`src/rtl/rat_input_pkg.sv`:
```
// Shared types and defaults for the RAT input-conditioning blocks.
// Holds the button FSM state encoding and default timing parameters.
package rat_input_pkg;

  typedef enum logic [1:0] {
    IDLE,
    DB_PRESS,
    PRESSED,
    DB_RELEASE
  } btn_state_t;

  localparam int DEBOUNCE_CYCLES_DEF = 500000;
  localparam int PULSE_CYCLES_DEF    = 2;

endpackage

```
`src/rtl/sync_2ff.sv`:
```
// Generic two-flop synchroniser for asynchronous level inputs.
// Used for the push-button here and for the SWITCHES inputs.
module sync_2ff #(
  parameter int WIDTH = 1
) (
  input  logic             CLK,
  input  logic             RST_N,
  input  logic [WIDTH-1:0] d,
  output logic [WIDTH-1:0] q
);

  logic [WIDTH-1:0] meta;

  always_ff @(posedge CLK or negedge RST_N) begin
    if (!RST_N) begin
      meta <= '0;
      q    <= '0;
    end else begin
      meta <= d;
      q    <= meta;
    end
  end

endmodule

```
`src/rtl/btn_intr_gen.sv`:
```
// Debounced button level plus one-shot MCU interrupt per press.
// Define BTN_PRESS_COUNT_EN to add the 8-bit PRESS_COUNT output.
module btn_intr_gen
  import rat_input_pkg::*;
#(
  parameter int DEBOUNCE_CYCLES = DEBOUNCE_CYCLES_DEF,
  parameter int PULSE_CYCLES    = PULSE_CYCLES_DEF
) (
  input  logic       CLK,
  input  logic       RST_N,
  input  logic       BTN_IN,
`ifdef BTN_PRESS_COUNT_EN
  output logic [7:0] PRESS_COUNT,
`endif
  output logic       DB_LEVEL,
  output logic       INTR
);

  localparam int CW = $clog2(DEBOUNCE_CYCLES);
  localparam int PW = $clog2(PULSE_CYCLES + 1);
  localparam logic [CW-1:0] CNT_MAX  = CW'(DEBOUNCE_CYCLES - 1);
  localparam logic [PW-1:0] PLS_LOAD = PW'(PULSE_CYCLES);

  if (DEBOUNCE_CYCLES < 2 || PULSE_CYCLES < 1 ||
      PULSE_CYCLES > DEBOUNCE_CYCLES) begin : g_param_chk
    $fatal(1, "btn_intr_gen: illegal DEBOUNCE_CYCLES/PULSE_CYCLES");
  end

  logic          s;
  btn_state_t    state, state_d;
  logic [CW-1:0] cnt, cnt_d;
  logic [PW-1:0] pcnt;
  logic          fire;

  sync_2ff #(.WIDTH(1)) u_sync (
    .CLK   (CLK),
    .RST_N (RST_N),
    .d     (BTN_IN),
    .q     (s)
  );

  always_comb begin
    state_d = state;
    cnt_d   = cnt;
    fire    = 1'b0;
    unique case (state)
      IDLE: begin
        if (s) begin
          state_d = DB_PRESS;
          cnt_d   = '0;
        end
      end
      DB_PRESS: begin
        if (!s) begin
          state_d = IDLE;
          cnt_d   = '0;
        end else if (cnt == CNT_MAX) begin
          state_d = PRESSED;
          cnt_d   = '0;
          fire    = 1'b1;
        end else begin
          cnt_d = cnt + CW'(1);
        end
      end
      PRESSED: begin
        if (!s) begin
          state_d = DB_RELEASE;
          cnt_d   = '0;
        end
      end
      DB_RELEASE: begin
        if (s) begin
          state_d = PRESSED;
          cnt_d   = '0;
        end else if (cnt == CNT_MAX) begin
          state_d = IDLE;
          cnt_d   = '0;
        end else begin
          cnt_d = cnt + CW'(1);
        end
      end
      default: begin
        state_d = IDLE;
        cnt_d   = '0;
      end
    endcase
  end

  always_ff @(posedge CLK or negedge RST_N) begin
    if (!RST_N) begin
      state    <= IDLE;
      cnt      <= '0;
      DB_LEVEL <= 1'b0;
    end else begin
      state    <= state_d;
      cnt      <= cnt_d;
      DB_LEVEL <= (state_d == PRESSED) ||
                  (state_d == DB_RELEASE);
    end
  end

  // Only a fresh press loads the pulse; release bounce cannot retrigger.
  always_ff @(posedge CLK or negedge RST_N) begin
    if (!RST_N) begin
      pcnt <= '0;
      INTR <= 1'b0;
    end else if (fire) begin
      pcnt <= PLS_LOAD;
      INTR <= 1'b1;
    end else if (pcnt != '0) begin
      pcnt <= pcnt - PW'(1);
      INTR <= (pcnt != PW'(1));
    end
  end

`ifdef BTN_PRESS_COUNT_EN
  always_ff @(posedge CLK or negedge RST_N) begin
    if (!RST_N) begin
      PRESS_COUNT <= '0;
    end else if (fire) begin
      PRESS_COUNT <= PRESS_COUNT + 8'd1;
    end
  end
`endif

endmodule

```
`config.mk`:
```
export PLATFORM = sky130hd
export DESIGN_NAME = btn_intr_gen
export DESIGN_NICKNAME = d
export VERILOG_FILES = /design/src/rtl/rat_input_pkg.sv /design/src/rtl/sync_2ff.sv /design/src/rtl/btn_intr_gen.sv
export SDC_FILE = /design/constraint.sdc
export NUM_CORES = 1
export LEC_CHECK = 0
export CAP_MARGIN = 10
export CORE_MARGIN = 4
export CORE_UTILIZATION = 60
export DETAILED_ROUTE_END_ITERATION = 10
export PLACE_DENSITY = 0.78
export SLEW_MARGIN = 20
export SYNTH_ARGS = -nofsm -noshare
export SYNTH_HDL_FRONTEND = slang
export SYNTH_HIERARCHICAL = 1
export SYNTH_SLANG_ARGS = --single-unit
```
`constraint.sdc`:
```
create_clock -name CLK -period 4.5 [get_ports CLK]
set_input_delay 0.45 -clock CLK [delete_from_list [all_inputs] [get_ports CLK]]
set_output_delay 0.45 -clock CLK [all_outputs]
set_load 0.005 [all_outputs]
```
==> results.ini, run 1 <==
[run_status]
status=complete, no violations

[synth]
syn_area_sq_mm=0.00142
synthTopCellsByCount=dfrtp_1 (26), nand2_1 (20), nand3_1 (11)
synth_seq_cells=26
synth.distinct_cells=35
yosysMostFrequentCell=dfrtp_1
synth_seq_area_share=0.459
synth_edf_count=0
synth_async_sr_flop_share=1.00
syn_nets=159
syn_avg_cell_area_sq_um=9.27
synth_area_leader_cell=dfrtp_1
synth_top_area_frac=0.459
ys.flop_type=dfrtp_1
syn_inst=153
synth.area.top_cells=dfrtp_1 (46%), nand2_1 (5.3%), nand3_1 (3.9%), a21oi_1 (3.2%), nand4_1 (3.1%)
synth_warnings=6

[timing]
worst-slew-pin-transition_ns=0.738
finClkSkew_ns=0.0104
setup_ws_ns=2.22
final_hold_viol_count=0
period_needed_ns=2.28
fmax_mhz=439
setup-violations-final=0
slew_headroom=0.508
setup_tns_ns=0
post-route-period-util=0.507
rsz0062_at_grt=no
finalMaxSlewViolations=0

[worst_setup_path]
cp_max_fo=18
endpoint_kind=flop
start_kind=flop
path_cells=xor2_1 -> nand2_1 -> a21oi_2 -> and3_1 -> a221o_1
worstPathArrival_ns=2.56
crit_type=reg -> reg
critical_path_required_ns=4.78
slowest_delay_ns=0.64
crit_slowest_cell=a21oi_2

[clock_network]
cts_resized=0
clk_pin_slew_ns=0.15
cts.sink_count=26
cts_root_buf=clkbuf_4
cts_buffers=3
clock_latency_ns=0.33
h-tree-depth=1
post_cts_buffers=0
holdBufCountCts=0
clock_path_buffers=2
cts_tree=built

[grt]
grt_pass1_vias=1134
grt_pass1_wl_um=4920
grt_util_all_layers=0.191
antenna_found_initial=0
grt-ovfl-total=0
grt_max_degree=27

[routing]
remaining_drc_errors=0
dr.pass1.iters=4
totalWireLength_um=2870
vias=1183
wl_per_cell_um=15.6
final_antenna_net_count=0
routed_via_density=6.43
initialDrtViolationCount=72

[floorplanning]
io_pins=5
die_x_um=56.6
start_util=0.635
die-area_sq_mm=0.00321
rows=17
fp.dieH_um=56.6
core_area_sq_mm=0.00223

[worst_hold_path]
min_path_type=reg -> reg

[power_and_ir_drop]
power_leakage_uw=0.000653
peakVddDrop_uv=244
p_per_area_mw_per_mm2=277

[placement]
dpl.hpwl_um=2080
portBuffers=4
gp_congestion=0.840
place_ws_ns=2.29

[final_layout]
area_growth_pct=7.76
drive_gt1_frac=0.0641
nFillCells=167
antenna_cells=0
nNetsFinal=163

[flow_run]
drv_cap=0

==> worst max-delay path: cells and delay by family, from the launching register on <==
| kind | cells | cell delay, ns |
|---|---|---|
| xor gates and xnor gates | 1 | 0.44 |
| AOI/OAI and AO/OA | 2 | 0.75 |
| DFF | 1 | 0.43 |
| and+or+nand+nor | 2 | 0.60 |
==> registers in the layout (all words and copies together) (netlist names) <==
register	flops
u_sync/q	1
INTR	1
cnt	19
u_sync/meta	1
state	2
pcnt	2
==> power breakdown <==
group / internal [uW] / total, uW / switching, uW
Clock: 90.1 / 160 / 69.7
Sequential: 237 / 240 / 3.05
Combinational: 8.11 / 24.3 / 16.2
==> placed cells by master, fill, tap and decap left out, types with 2 or more instances in the layout <==
master	n
dfrtp_1	26
nand2_1	20
nand3_1	11
a21oi_1	9
o21ai_0	8
inv_1	7
nand4_1	7
and3_1	6
and2_1	5
or3_1	5
nor3_1	5
nor2_1	4
mux2i_1	4
clkdlybuf4s50_1	4
nor4_1	3
a21o_1	3
ha_1	3
clkbuf_4	3
and4_1	2
o21bai_1	2
o22a_1	2
a211oi_1	2
==> area by class of cell <==
type                            count  area [sq um]  share of cell area
Sequential cell                    26           651               0.426
Tap cell                           28          35.0              0.0229
Clock buffer                        3          22.5              0.0147
Timing Repair Buffer                5          47.5              0.0311
Multi-Input combinational cell    114           717               0.469
Inverter                            7          26.3              0.0172
Clock inverter                      1          30.0              0.0196
==> per-stage QoR <==
step                      power [uW]  area, sq um   util  cells  hold WS (ns)
after floorplan                  258         1420      -    153         0.154
after global placement           267         1470  0.660    180         0.336
after detailed placement         268         1470  0.660    180         0.346
after CTS                        426         1530  0.683    184         0.379
after global routing             439         1530  0.685    184         0.386
final                            424         1530  0.685    184         0.373
==> worst paths after layout <==
path                            end  cells after the start         from  slack [ns]
max in group asynchronous    cnt[3]                      2        RST_N        3.77
min                        u_sync/q                      0  u_sync/meta        0.37
min in group asynchronous   cnt[14]                      2        RST_N        0.47
max                         cnt[14]                      5     state[1]        2.22
min reg2reg                u_sync/q                      0  u_sync/meta        0.37
max reg2reg                 cnt[14]                      5     state[1]        2.22
==> metal layers <==
layer / global-route usage / vias to the layer above / wire [um]
met5: 0 / - / 0
met4: 0.0814 / 0 / 40
met3: 0.0276 / 5 / 125
met2: 0.305 / 33 / 1400
met1: 0.256 / 582 / 1310
li1: - / 563 / -
==> logic make-up (layout without fill, tap and decap cells) <==
family,Yosys count,after routing,share of synthesized area
AOI/OAI and AO/OA,31,31,0.140
xor gates and xnor gates,2,2,0.0123
adders and majority gates,3,3,0.0265
buffers and inverters,13,16,0.0379
DFF,26,26,0.459
muxes,6,6,0.0441
and+or+nand+nor,72,72,0.280
No activity file was read; power rests on OpenSTA's default activity.
==> run 2, diff against run 1 <==
--- a/config.mk
+++ b/config.mk
@@ -7,9 +7,9 @@
 export LEC_CHECK = 0
 export CAP_MARGIN = 10
 export CORE_MARGIN = 4
-export CORE_UTILIZATION = 60
+export CORE_UTILIZATION = 53
 export DETAILED_ROUTE_END_ITERATION = 10
-export PLACE_DENSITY = 0.78
+export PLACE_DENSITY = 0.73
 export SLEW_MARGIN = 20
 export SYNTH_ARGS = -nofsm -noshare
 export SYNTH_HDL_FRONTEND = slang
==> constraint.sdc (replaced) <==
create_clock -name CLK -period 2 [get_ports CLK]
set_input_delay 0.2 -clock CLK [delete_from_list [all_inputs] [get_ports CLK]]
set_output_delay 0.2 -clock CLK [all_outputs]
set_load 0.005 [all_outputs]
==> run 2 against run 1 <==
Compared with the run above: clock skew shrank 0.0070 ns; critical path type unchanged; final area up 5.0%; die area grew 11%; sequential power is 120% higher; first-iteration DRC count is 9.7% lower; cell count grew 6.5%; largest power group unchanged; combinational power grew to 2.8 times the previous value; global-route usage shrank 0.55 points.
==> results.ini, run 2 (synthesis results as in run 1) <==
[routing]
dr.pass1.iters=4
remaining_drc_errors=0
final_antenna_net_count=0
vias=1238
routed_via_density=6.32
initialDrtViolationCount=65
totalWireLength_um=3000
wl_per_cell_um=15.3

[grt]
grt_max_degree=27
antenna_found_initial=0
grt-ovfl-total=0
grt_util_all_layers=0.185
grt_pass1_vias=1102
grt_pass1_wl_um=5060

[power_and_ir_drop]
peakVddDrop_uv=426
seq_power_share=0.658
pwr-share-clk=0.260
power_leakage_uw=0.000700
power.switching_uw=189
internal_power_uw=629
p_per_area_mw_per_mm2=510
combPwrFrac=0.082
sw_frac_of_total=0.231

[final_layout]
drive_gt1_frac=0.139
nNetsFinal=174
area_growth_pct=13.1
largestRegisters=cnt x19, pcnt x2, state x2
regMostFlops=cnt
antenna_cells=0
mostFrequentLayoutCells=dfrtp_1 (26), nand2_1 (20), nand3_1 (11), buf_4 (11), a21oi_1 (9)
final_common_cell=dfrtp_1
largest_reg_flops=19

[floorplanning]
die_x_um=59.7
core_area_sq_mm=0.00252
io_pins=5
die-area_sq_mm=0.00357
start_util=0.563
fp.dieH_um=59.7
rows=18

[worst_hold_path]
min_path_type=in -> async

[clock_network]
holdBufCountCts=0
cts_root_buf=clkbuf_4
h-tree-depth=1
clock_path_buffers=2
cts_tree=built
cts_buffers=3
clk_pin_slew_ns=0.13
cts.sink_count=26
clock_latency_ns=0.31

[worst_setup_path]
critical_path_required_ns=2.21
endpoint_kind=flop
slowest_delay_ns=0.57
worstPathArrival_ns=2.15
crit_slowest_cell=or4b_4
cp_max_fo=5
ff2ff_setup_slack_ns=0.06
start_kind=flop
path_cells=or4b_4 -> nor4_4 -> buf_4 -> and2_1 -> nand2_1 -> mux2_1
crit_type=reg -> reg

[timing]
fmax_mhz=515
worst-slew-pin-transition_ns=0.697
setup_tns_ns=0
period_needed_ns=1.94
slew_headroom=0.535
finClkSkew_ns=0.00340
post-route-period-util=0.971
setup-violations-final=0
final_hold_viol_count=0
holdWs_ns=0.235
finalMaxSlewViolations=0
setup_ws_ns=0.0570

[placement]
portBuffers=4
dpl.hpwl_um=2180
place_ws_ns=0.0461
gp_congestion=0.875

[flow_run]
drv_cap=0

[run_status]
status=complete, no violations

## run 2: final timing paths
check	startpoint	endpoint	cells after the start
max in group asynchronous	RST_N	cnt[18]	2
worst max-delay path	cnt[11]	state[1]	6
min in group CLK	BTN_IN	u_sync/meta	1
worst max register to register	cnt[11]	state[1]	6
worst min-delay path	RST_N	cnt[12]	2
worst min register to register	u_sync/meta	u_sync/q	0
## run 2: routing by layer
metal  global-route usage  routed length (um)  vias to the layer above
li1                     -                   -                      588
met1                0.264                1350                      609
met2                0.292                1460                       35
met3               0.0259                 148                        6
met4               0.0570                  39                        0
met5                    0                   0                        -
## run 2: power groups by stage
stage / sequential, uW / combinational, uW / clock, uW
2_1_floorplan: 546 / 33.7 / 0
3_3_place_gp: 548 / 58.4 / 0
3_5_place_dp: 549 / 59.5 / 0
4_1_cts: 539 / 59.8 / 223
5_1_grt: 540 / 74.2 / 242
6_report: 539 / 67.5 / 212
## run 2: what timing repair did
action	in CTS	in global routing
buffers inserted	0	3
resized for setup	0	9
endpoints found under the setup margin	0	14
## run 2: critical path: cells and delay by family, from the launching register on
kind                   cells  cell delay (ns)
multiplexers               1             0.33
flip-flops                 1             0.40
buffers and inverters      1             0.18
AND/OR/NAND/NOR            4             0.94
## run 2: cell type report
class | instances | area, sq um
repair buffers | 16 | 134
flip-flops and latches | 26 | 651
clock buffers | 3 | 22.5
well taps | 30 | 37.5
fillers | 208 | 917
multi-input cells | 114 | 734
inverters | 7 | 26.3
## run 2: per-stage QoR
step | instances | power [uW] | area, sq um | utilization
after global placement | 190 | 607 | 1540 | 0.609
after global routing | 196 | 856 | 1610 | 0.636
final | 196 | 819 | 1610 | 0.636
after floorplan | 153 | 580 | 1420 | -
after detailed placement | 190 | 608 | 1540 | 0.609
after CTS | 193 | 822 | 1560 | 0.618
==> run 3, diff against run 2 <==
--- a/config.mk
+++ b/config.mk
@@ -9,7 +9,7 @@
 export CORE_MARGIN = 4
 export CORE_UTILIZATION = 53
 export DETAILED_ROUTE_END_ITERATION = 10
-export PLACE_DENSITY = 0.73
+export PLACE_DENSITY = 0.72
 export SLEW_MARGIN = 20
 export SYNTH_ARGS = -nofsm -noshare
 export SYNTH_HDL_FRONTEND = slang
==> run 3 against run 2 <==
Compared with the run above: critical path depth stayed put; worst hold slack got worse by 0.032 ns; maximum frequency down 0.55%; non-clock buffer count unchanged; clock skew is 0.0041 ns higher; first-iteration DRC count rose by 11%; sequential cell count did not move; setup slack got worse by 0.011 ns; cell count grew 0.51%; core utilization increased by 1.1 points.
==> results.ini, run 3 (synthesis results as in run 1) <==
[floorplanning]
die_x_um=59.7
die-area_sq_mm=0.00357
io_pins=5
core_area_sq_mm=0.00252
rows=18
start_util=0.563
fp.dieH_um=59.7

[final_layout]
mostFrequentLayoutCells=dfrtp_1 (26), nand2_1 (20), buf_4 (12)
final_core_util=0.647
area_growth_pct=15.1
largestRegisters=cnt x19, pcnt x2, state x2
regMostFlops=cnt
final_area_sq_mm=0.00163
nNetsFinal=174
drive_gt1_frac=0.156
antenna_cells=0
nFillCells=209
largest_reg_flops=19
final_common_cell=dfrtp_1

[placement]
gp_congestion=0.861
dpl.hpwl_um=2350
place_ws_ns=-0.00420
placed_area_sq_mm=0.00156
portBuffers=4

[grt]
grt_pass1_vias=1156
antenna_found_initial=0
met1_usage=0.269
grt-ovfl-total=0
grtUsageMet2=0.332
grt_util_met3=0.0259
grt_pass1_wl_um=5440
grt_util_all_layers=0.204
grt_max_degree=27
busiest_layer=met2

[timing]
finClkSkew_ns=0.00752
post-route-period-util=0.977
period_needed_ns=1.95
setup-violations-final=0
slew_headroom=0.537
rsz0062_at_grt=yes
worst-slew-pin-transition_ns=0.694
fmax_mhz=512
finalMaxSlewViolations=0
final_hold_viol_count=0
setup_ws_ns=0.0464

[clock_network]
cts_buffers=3
clock_path_buffers=2
post_cts_buffers=0
h-tree-depth=1
clock_latency_ns=0.34
cts_tree=built
cts_root_buf=clkbuf_4
cts.sink_count=26
clk_pin_slew_ns=0.15

[worst_setup_path]
r2r_cells=6
cpMostUsedCell=a21o_1
crit_type=reg -> reg
endpoint_kind=flop
path_cells=nor4_1 -> and4_2 -> a21oi_2 -> buf_4 -> a21o_1 -> a21o_1
crit_slowest_cell=dfrtp_1
critical_path_required_ns=2.25
cp_max_fo=9
worstPathArrival_ns=2.20
slowest_delay_ns=0.49
start_kind=flop

[routing]
dr.pass1.iters=6
initialDrtViolationCount=72
vias=1231
routed_via_density=6.25
final_antenna_net_count=0
remaining_drc_errors=0
wl_per_cell_um=16.8
totalWireLength_um=3310

[power_and_ir_drop]
peakVddDrop_uv=526
power_leakage_uw=0.000710
p_per_area_mw_per_mm2=598

[flow_run]
drv_cap=0

[worst_hold_path]
min_path_type=in -> async

[run_status]
status=complete, no violations

run 3: final cells by class:
class | count | area (sq um) | share of cell area
multi-input cells | 114 | 736 | 0.451
flip-flops and latches | 26 | 651 | 0.398
repair buffers | 16 | 130 | 0.0797
well taps | 30 | 37.5 | 0.0230
clock inverters | 1 | 30.0 | 0.0184
inverters | 7 | 26.3 | 0.0161
clock buffers | 3 | 22.5 | 0.0138
run 3: through the flow:
step           hold slack [ns]  power [uW]  TNS [ns]  cells
2_1_floorplan          -0.0956         580         0    153
3_3_place_gp             0.334         608         0    193
3_5_place_dp             0.363         610  -0.00420    193
4_1_cts                  0.220         976         0    197
5_1_grt                  0.222        1010   -0.0457    197
6_report                 0.203         977         0    197
run 3: path summary, 6_finish.rpt:
kind | from | endpoint | slack (ns)
max | cnt[6] | cnt[17] | 0.05
min | RST_N | cnt[10] | 0.20
max reg2reg | cnt[6] | cnt[17] | 0.05
min reg2reg | u_sync/meta | u_sync/q | 0.41
max in group asynchronous | RST_N | cnt[0] | 1.55
min in group CLK | BTN_IN | u_sync/meta | 0.28
run 3: timing repair:
| action | CTS | global route |
|---|---|---|
| hold buffers | 0 | 0 |
| resized for setup | 1 | 6 |
| setup endpoints to repair | 1 | 16 |
run 3: per-layer routing:
layer  wire [um]  part of all wire  vias up
met5           0                 0        -
met4          85             0.026        0
met3         146             0.044       11
met2        1620              0.49       34
met1        1460              0.44      603
li1            -                 -      583
run 3: power by group:
group / total [uW] / switching [uW] / leakage [uW] / internal (uW)
Sequential: 541 / 8.25 / 0.000355 / 532
Combinational: 62.6 / 38.8 / 0.000327 / 23.8
Clock: 373 / 170 / 0.0000279 / 203
Total: 977 / 217 / 0.000710 / 759
run 3: worst max-delay path, delay by kind of cell, from the launching register on:
kind / cells / cell delay [ns]
simple gates: 2 / 0.75
flops: 1 / 0.49
compound gates: 3 / 0.45
buf+inv: 1 / 0.19
